`src/rtl/bcp_axi4_burst_slave.sv`:
```
// AXI4 burst slave backed by a 32-bit register-file memory.
// Independent write (AW/W/B) and read (AR/R) FSMs, INCR/FIXED bursts,
// OKAY/SLVERR responses.
//
// Ports:
//   S_AXI_ACLK, S_AXI_ARESETN     clock, async active-low reset
//   S_AXI_AW*, S_AXI_W*, S_AXI_B* write address / data / response
//   S_AXI_AR*, S_AXI_R*           read address / data
//   Cache/prot/qos/region/user    accepted and ignored; BUSER/RUSER tied 0
module bcp_axi4_burst_slave #(
    parameter int C_S_AXI_ID_WIDTH   = 1,
    parameter int C_S_AXI_DATA_WIDTH = 32,
    parameter int C_S_AXI_ADDR_WIDTH = 8
) (
    input  logic                            S_AXI_ACLK,
    input  logic                            S_AXI_ARESETN,
    input  logic [C_S_AXI_ID_WIDTH-1:0]     S_AXI_AWID,
    input  logic [C_S_AXI_ADDR_WIDTH-1:0]   S_AXI_AWADDR,
    input  logic [7:0]                      S_AXI_AWLEN,
    input  logic [2:0]                      S_AXI_AWSIZE,
    input  logic [1:0]                      S_AXI_AWBURST,
    input  logic                            S_AXI_AWLOCK,
    input  logic [3:0]                      S_AXI_AWCACHE,
    input  logic [2:0]                      S_AXI_AWPROT,
    input  logic [3:0]                      S_AXI_AWQOS,
    input  logic [3:0]                      S_AXI_AWREGION,
    input  logic                            S_AXI_AWUSER,
    input  logic                            S_AXI_AWVALID,
    output logic                            S_AXI_AWREADY,
    input  logic [C_S_AXI_DATA_WIDTH-1:0]   S_AXI_WDATA,
    input  logic [C_S_AXI_DATA_WIDTH/8-1:0] S_AXI_WSTRB,
    input  logic                            S_AXI_WLAST,
    input  logic                            S_AXI_WUSER,
    input  logic                            S_AXI_WVALID,
    output logic                            S_AXI_WREADY,
    output logic [C_S_AXI_ID_WIDTH-1:0]     S_AXI_BID,
    output logic [1:0]                      S_AXI_BRESP,
    output logic                            S_AXI_BUSER,
    output logic                            S_AXI_BVALID,
    input  logic                            S_AXI_BREADY,
    input  logic [C_S_AXI_ID_WIDTH-1:0]     S_AXI_ARID,
    input  logic [C_S_AXI_ADDR_WIDTH-1:0]   S_AXI_ARADDR,
    input  logic [7:0]                      S_AXI_ARLEN,
    input  logic [2:0]                      S_AXI_ARSIZE,
    input  logic [1:0]                      S_AXI_ARBURST,
    input  logic                            S_AXI_ARLOCK,
    input  logic [3:0]                      S_AXI_ARCACHE,
    input  logic [2:0]                      S_AXI_ARPROT,
    input  logic [3:0]                      S_AXI_ARQOS,
    input  logic [3:0]                      S_AXI_ARREGION,
    input  logic                            S_AXI_ARUSER,
    input  logic                            S_AXI_ARVALID,
    output logic                            S_AXI_ARREADY,
    output logic [C_S_AXI_ID_WIDTH-1:0]     S_AXI_RID,
    output logic [C_S_AXI_DATA_WIDTH-1:0]   S_AXI_RDATA,
    output logic [1:0]                      S_AXI_RRESP,
    output logic                            S_AXI_RLAST,
    output logic                            S_AXI_RUSER,
    output logic                            S_AXI_RVALID,
    input  logic                            S_AXI_RREADY
);

    localparam int IW    = C_S_AXI_ADDR_WIDTH - 2;
    localparam int DEPTH = 2 ** IW;
    localparam int DW    = C_S_AXI_DATA_WIDTH;
    localparam int SW    = DW / 8;
    localparam logic [IW-1:0] ONE = 1;

    typedef enum logic [1:0] {W_IDLE, W_DATA, W_RESP} w_state_t;
    typedef enum logic       {R_IDLE, R_DATA} r_state_t;

    logic [DW-1:0] mem [DEPTH];

    // Ready enable: holds AWREADY/ARREADY low until the first edge after reset.
    logic ready_en;

    w_state_t                    w_state, w_next;
    logic [C_S_AXI_ID_WIDTH-1:0] w_id;
    logic [IW-1:0]               w_addr;
    logic [7:0]                  w_len;
    logic [7:0]                  w_cnt;
    logic                        w_fixed;
    logic                        w_err;
    logic                        w_lerr;

    r_state_t                    r_state, r_next;
    logic [C_S_AXI_ID_WIDTH-1:0] r_id;
    logic [IW-1:0]               r_addr;
    logic [7:0]                  r_len;
    logic [7:0]                  r_cnt;
    logic                        r_fixed;
    logic                        r_err;
    logic [DW-1:0]               rdata;

    logic aw_hs, w_hs, w_end;
    logic ar_hs, r_hs, r_end;
    logic aw_bad, ar_bad;
    logic [IW-1:0] ar_idx;

    function automatic logic bad_req(input logic [1:0] burst, input logic [2:0] size);
        return burst[1] || (size != 3'd2);
    endfunction

    assign aw_bad = bad_req(S_AXI_AWBURST, S_AXI_AWSIZE);
    assign ar_bad = bad_req(S_AXI_ARBURST, S_AXI_ARSIZE);
    assign ar_idx = S_AXI_ARADDR[C_S_AXI_ADDR_WIDTH-1:2];

    assign S_AXI_AWREADY = ready_en && (w_state == W_IDLE);
    assign S_AXI_WREADY  = (w_state == W_DATA);
    assign S_AXI_BVALID  = (w_state == W_RESP);
    assign S_AXI_BID     = w_id;
    assign S_AXI_BRESP   = {w_err | w_lerr, 1'b0};
    assign S_AXI_BUSER   = 1'b0;

    assign S_AXI_ARREADY = ready_en && (r_state == R_IDLE);
    assign S_AXI_RVALID  = (r_state == R_DATA);
    assign S_AXI_RID     = r_id;
    assign S_AXI_RDATA   = rdata;
    assign S_AXI_RRESP   = {r_err, 1'b0};
    assign S_AXI_RLAST   = (r_state == R_DATA) && (r_cnt == r_len);
    assign S_AXI_RUSER   = 1'b0;

    assign aw_hs = S_AXI_AWVALID && S_AXI_AWREADY;
    assign w_hs  = S_AXI_WVALID && S_AXI_WREADY;
    assign w_end = w_hs && (w_cnt == w_len);
    assign ar_hs = S_AXI_ARVALID && S_AXI_ARREADY;
    assign r_hs  = S_AXI_RVALID && S_AXI_RREADY;
    assign r_end = r_hs && S_AXI_RLAST;

    logic unused_ok;
    assign unused_ok = ^{S_AXI_AWADDR[1:0], S_AXI_ARADDR[1:0],
                         S_AXI_AWLOCK, S_AXI_AWCACHE, S_AXI_AWPROT,
                         S_AXI_AWQOS, S_AXI_AWREGION, S_AXI_AWUSER,
                         S_AXI_WUSER, S_AXI_ARLOCK, S_AXI_ARCACHE,
                         S_AXI_ARPROT, S_AXI_ARQOS, S_AXI_ARREGION,
                         S_AXI_ARUSER};

    always_ff @(posedge S_AXI_ACLK or negedge S_AXI_ARESETN) begin
        if (!S_AXI_ARESETN) begin
            ready_en <= 1'b0;
        end else begin
            ready_en <= 1'b1;
        end
    end

    // Write FSM
    always_comb begin
        w_next = w_state;
        unique case (w_state)
            W_IDLE:  if (aw_hs) w_next = W_DATA;
            W_DATA:  if (w_end) w_next = W_RESP;
            W_RESP:  if (S_AXI_BREADY) w_next = W_IDLE;
            default: w_next = W_IDLE;
        endcase
    end

    always_ff @(posedge S_AXI_ACLK or negedge S_AXI_ARESETN) begin
        if (!S_AXI_ARESETN) begin
            w_state <= W_IDLE;
            w_id    <= '0;
            w_addr  <= '0;
            w_len   <= '0;
            w_cnt   <= '0;
            w_fixed <= 1'b0;
            w_err   <= 1'b0;
            w_lerr  <= 1'b0;
        end else begin
            w_state <= w_next;
            if (aw_hs) begin
                w_id    <= S_AXI_AWID;
                w_addr  <= S_AXI_AWADDR[C_S_AXI_ADDR_WIDTH-1:2];
                w_len   <= S_AXI_AWLEN;
                w_cnt   <= '0;
                w_fixed <= (S_AXI_AWBURST == 2'b00);
                w_err   <= aw_bad;
                w_lerr  <= 1'b0;
            end
            if (w_hs) begin
                w_cnt <= w_cnt + 8'd1;
                if (!w_fixed) w_addr <= w_addr + ONE;
                // WLAST must appear on exactly the final beat.
                if (S_AXI_WLAST != (w_cnt == w_len)) w_lerr <= 1'b1;
            end
        end
    end

    // Memory is deliberately not reset so contents survive ARESETN.
    always_ff @(posedge S_AXI_ACLK) begin
        if (w_hs && !w_err) begin
            for (int b = 0; b < SW; b++) begin
                if (S_AXI_WSTRB[b]) mem[w_addr][8*b +: 8] <= S_AXI_WDATA[8*b +: 8];
            end
        end
    end

    // Read FSM
    always_comb begin
        r_next = r_state;
        unique case (r_state)
            R_IDLE:  if (ar_hs) r_next = R_DATA;
            R_DATA:  if (r_end) r_next = R_IDLE;
            default: r_next = R_IDLE;
        endcase
    end

    // RDATA is a registered load, so a same-cycle write yields the old word.
    always_ff @(posedge S_AXI_ACLK or negedge S_AXI_ARESETN) begin
        if (!S_AXI_ARESETN) begin
            r_state <= R_IDLE;
            r_id    <= '0;
            r_addr  <= '0;
            r_len   <= '0;
            r_cnt   <= '0;
            r_fixed <= 1'b0;
            r_err   <= 1'b0;
            rdata   <= '0;
        end else begin
            r_state <= r_next;
            if (ar_hs) begin
                r_id    <= S_AXI_ARID;
                r_len   <= S_AXI_ARLEN;
                r_cnt   <= '0;
                r_fixed <= (S_AXI_ARBURST == 2'b00);
                r_err   <= ar_bad;
                rdata   <= ar_bad ? '0 : mem[ar_idx];
                r_addr  <= (S_AXI_ARBURST == 2'b00) ? ar_idx : ar_idx + ONE;
            end else if (r_hs && !S_AXI_RLAST) begin
                r_cnt <= r_cnt + 8'd1;
                rdata <= r_err ? '0 : mem[r_addr];
                if (!r_fixed) r_addr <= r_addr + ONE;
            end
        end
    end

endmodule
```
`config.mk`:
```
export PLATFORM = sky130hd
export DESIGN_NAME = bcp_axi4_burst_slave
export DESIGN_NICKNAME = d
export VERILOG_FILES = /design/src/rtl/bcp_axi4_burst_slave.sv
export SDC_FILE = /design/constraint.sdc
export NUM_CORES = 2
export LEC_CHECK = 0
export ABC_CLOCK_PERIOD_IN_PS = 2200
export BUFFER_PORTS_ARGS = -buffer_cell sky130_fd_sc_hd__buf_4
export CAP_MARGIN = 15
export CORE_ASPECT_RATIO = 1.5
export CORE_MARGIN = 2
export CORE_UTILIZATION = 43
export DETAILED_ROUTE_END_ITERATION = 7
export PLACE_DENSITY_LB_ADDON = 0.12
export SYNTH_ARGS = -nofsm -noshare
export SYNTH_HDL_FRONTEND = slang
export SYNTH_SLANG_ARGS = --single-unit
```
`constraint.sdc`:
```
create_clock -name S_AXI_ACLK -period 2.2 [get_ports S_AXI_ACLK]
set_input_delay 0.44 -clock S_AXI_ACLK [delete_from_list [all_inputs] [get_ports S_AXI_ACLK]]
set_output_delay 0.44 -clock S_AXI_ACLK [all_outputs]
set_load 0.03 [all_outputs]
```
==> flow_summary.yaml <==
outcome:
  status: "finished with violations"
  violations: "negative setup slack"
finish:
  design_area_um2: 128000
  syn_to_final_growth_pct: 26.7
  mostFrequentLayoutCell: "edfxtp_1"
  regArea_um2: 63700
  nFillCells: 18700
  fin_nets: 7474
  drive_above_1_share: 0.401
  final_cell_mix: "edfxtp_1 (2048), buf_4 (994), mux4_2 (658)"
  multi_input_area_um2: 36600
setup_path:
  path_class: "reg -> out"
  crit_family: "simple AND/OR/NAND/NOR gates"
  worstPathCellList: "xnor2_1, nand4_1, buf_6, nor3_4, buf_6"
  cp-end-kind: "output port"
  cp_data_required_time_ns: 1.76
  critPathMostFrequentCell: "buf_6"
  arrival_ns: 2.26
  r2r-end: "S_AXI_RDATA[13]"
  cp_max_fo: 2
  startpoint_type: "flop"
  reg2reg_slack_ns: -0.39
  cp_slowest_stage_delay_ns: 0.39
  r2r_start: "r_addr[0]"
  crit_buf_inv: 2
  slowest_stage: "dfrtp_1"
  reg2reg_depth: 10
cts:
  clock_sinks: 2135
  clk_pin_slew_worst_paths_ns: 0.06
  cts_tree: "done"
  clkLatencyLatePin_ns: 0.89
  clockBufferDepth: 4
  cts-root-buf: "clkbuf_16"
  h-tree-depth: 4
  cts_buffers: 215
routing:
  met3WireLength_um: 31000
  drt-wirelength-per-cell_um: 36.2
  vias: 67000
  top_layer_used: "met5"
  drtIter0Drc: 7570
  drtPass1Iterations: 5
  via_per_inst: 6.32
  routed_wirelength_um: 385000
  met2_length_um: 186000
  drc_errors: 0
  wl_met1_um: 140000
  ant_nets: 0
timing:
  slew_headroom: 0.0693
  hold_violations: 0
  whs_ns: 0.0555
  rsz0062_at_grt: "yes"
  fin_ws_ns: -0.495
  worst-slew-pin-transition_ns: 1.39
  clock.fmax_mhz: 371
  slew_violations: 0
  fin_crit_sh: 1.23
  fin_crit_ns: 2.70
  setup_viol: 35
  finClkSkew_ns: 0.0532
  finalSetupTns_ns: -9.44
logic_synthesis:
  yosys_register_bits: 2135
  synth-xor-area-share: 0.00277
  synth_cells: 6099
  synth_top_family_by_area: "multiplexers"
  async_flop_share: 0.0407
  synth_compound_area_frac: 0.0667
  synth-main-ff-cell: "edfxtp_1"
  netlist_area_um2: 101000
  synth-simple-area-share: 0.0404
  synth_edf_count: 2048
  synth_adder_area_share: 0.000618
  muxShareOfSynthArea: 0.232
  synth_cell_type_count: 58
  synth_seq_area_share: 0.629
  yosysWarnings: 0
  syn_area_per_cell_um2: 16.6
hold_path:
  min_path_type: "in -> reg"
  min_to: "w_addr[0]"
  holdCritStartpoint: "S_AXI_AWVALID"
  hold_depth: 3
pwr:
  power.total_uw: 141000
  vdd_ir_drop_max_v: 0.000750
  p_leak_uw: 0.0444
  p_per_area_nw_per_um2: 1100
placement:
  dpl.hpwl_um: 262000
  placed_cell_area_um2: 116000
  place.gp.congestion: 0.907
  io_buffers: 125
  place_ws_ns: -1.09
global_route:
  grt_first_pass_wirelength_um: 523000
  grt_max_degree: 88
  antenna_found_initial: 25
  grt_usage: 0.315
  grt-ovfl-total: 0
  grt_pass1_vias: 67700
floorplan:
  core_um2: 235000
  die_y_um: 598
  ios: 169
  die_x_um: 400
  num_rows: 218
  dieArea_um2: 239000
  start_util: 0.431
job:
  maxCapViolations: 0
[power breakdown]
part / switching [µW] / total, µW / internal, µW
Sequential: 1040 / 46300 / 45200
Combinational: 30500 / 56700 / 26200
Clock: 16200 / 37900 / 21800
Total: 47700 / 141000 / 93200
[how the worst max path moves through the flow]
stage / startpoint / to / cells past startpoint
floorplan: w_state[1] / mem[18][0] / 6
global placement: S_AXI_ARBURST[1] / S_AXI_RDATA[17] / 10
detailed placement: S_AXI_ARBURST[1] / S_AXI_RDATA[20] / 11
CTS: r_len[6] / S_AXI_RLAST / 5
global route: r_cnt[3] / S_AXI_RLAST / 5
finish: r_cnt[3] / S_AXI_RLAST / 5
[layer usage]
| metal | GRT usage | up-vias |
|---|---|---|
| met1 | 0.389 | 35200 |
| li1 | - | 27600 |
| met4 | 0.191 | 12 |
| met3 | 0.0554 | 882 |
| met5 | 0 | - |
| met2 | 0.515 | 3391 |
[per-stage QoR]
stage                     utilization  instances
after floorplan                     -       6102
after global placement          0.494       9978
after detailed placement        0.494       9978
after CTS                       0.537      10500
after global routing            0.547      10600
final                           0.547      10600
[what timing repair did]
item                       in CTS  in global routing
gates resized for setup       350                352
hold buffers                   38                  0
gates cloned                   25                 15
buffers inserted               93                 84
pin swaps                     113                156
setup endpoints to repair     156                565
hold endpoints to repair      162                  0
[layout make-up]
class | count | share of cell area
Antenna cell | 15 | 0.000293
Clock buffer | 262 | 0.0448
Clock inverter | 122 | 0.0105
Inverter | 6 | 0.000205
Multi-Input combinational cell | 3466 | 0.285
Sequential cell | 2135 | 0.497
Tap cell | 3080 | 0.0301
Timing Repair Buffer | 1522 | 0.132
[flip-flops by register name (all words and copies together), names as in the netlist]
name          cells
ready_en          1
mem            2048
r_cnt             8
w_err             1
w_fixed           1
r_addr            6
r_err             1
S_AXI_RID         1
w_lerr            1
r_fixed           1
w_len             8
S_AXI_RVALID      1
S_AXI_BID         1
w_state           2
w_cnt             8
w_addr            6
r_len             8
S_AXI_RDATA      32
[cells by family (layout without fill, tap and decap cells)]
group	Yosys count	count (layout)
AND/OR/NAND/NOR	919	919
flip-flops	2135	2135
multiplexers	1493	1493
XOR/XNOR	32	32
other	2	20
AO/OA/AOI/OAI	1012	1012
adder cells (fa/ha/maj)	5	5
buffers and inverters	501	1912
[cell usage after synthesis (3+ instances only)]
library cell  instances  area share
a211oi_1            128      0.0095
a21oi_1              28      0.0014
a22oi_1             312       0.023
a311oi_1              3     0.00026
a31oi_1              29      0.0018
and2_1                7     0.00043
and3_1               26      0.0016
and3b_1               3     0.00026
buf_1                22     0.00082
buf_12                5     0.00099
buf_2               125      0.0062
buf_4                62      0.0046
buf_6                61      0.0068
buf_8                 3     0.00045
clkbuf_1            215      0.0080
dfrtp_1              87       0.022
edfxtp_1           2048        0.61
ha_1                  5     0.00062
inv_1                 6     0.00022
mux2_2              202       0.022
mux2i_1             629       0.062
mux4_1                5      0.0013
mux4_2              657        0.15
nand2_1             274       0.010
nand2b_1             23      0.0014
nand3_1              94      0.0046
nand3b_1              3     0.00022
nand4_1              29      0.0018
nor2_1              351       0.013
nor2b_1              77      0.0048
nor3_1                9     0.00045
nor3b_1               8     0.00059
nor4_1                4     0.00025
o2111ai_1             9     0.00078
o211ai_1             46      0.0034
o21ai_0             244       0.012
o21ai_1               5     0.00025
o22ai_1             130      0.0080
o31ai_1              66      0.0049
or3_1                 3     0.00019
xnor2_1              30      0.0026
[worst reg2reg max path: cells and delay by family, from the launching register on]
kind / cells / cell delay [ns]
buffers and inverters: 5 / 0.78
AO/OA/AOI/OAI: 3 / 0.65
flip-flops: 1 / 0.50
multiplexers: 1 / 0.40
AND/OR/NAND/NOR: 1 / 0.15
No activity file was read; power rests on OpenSTA's default activity.
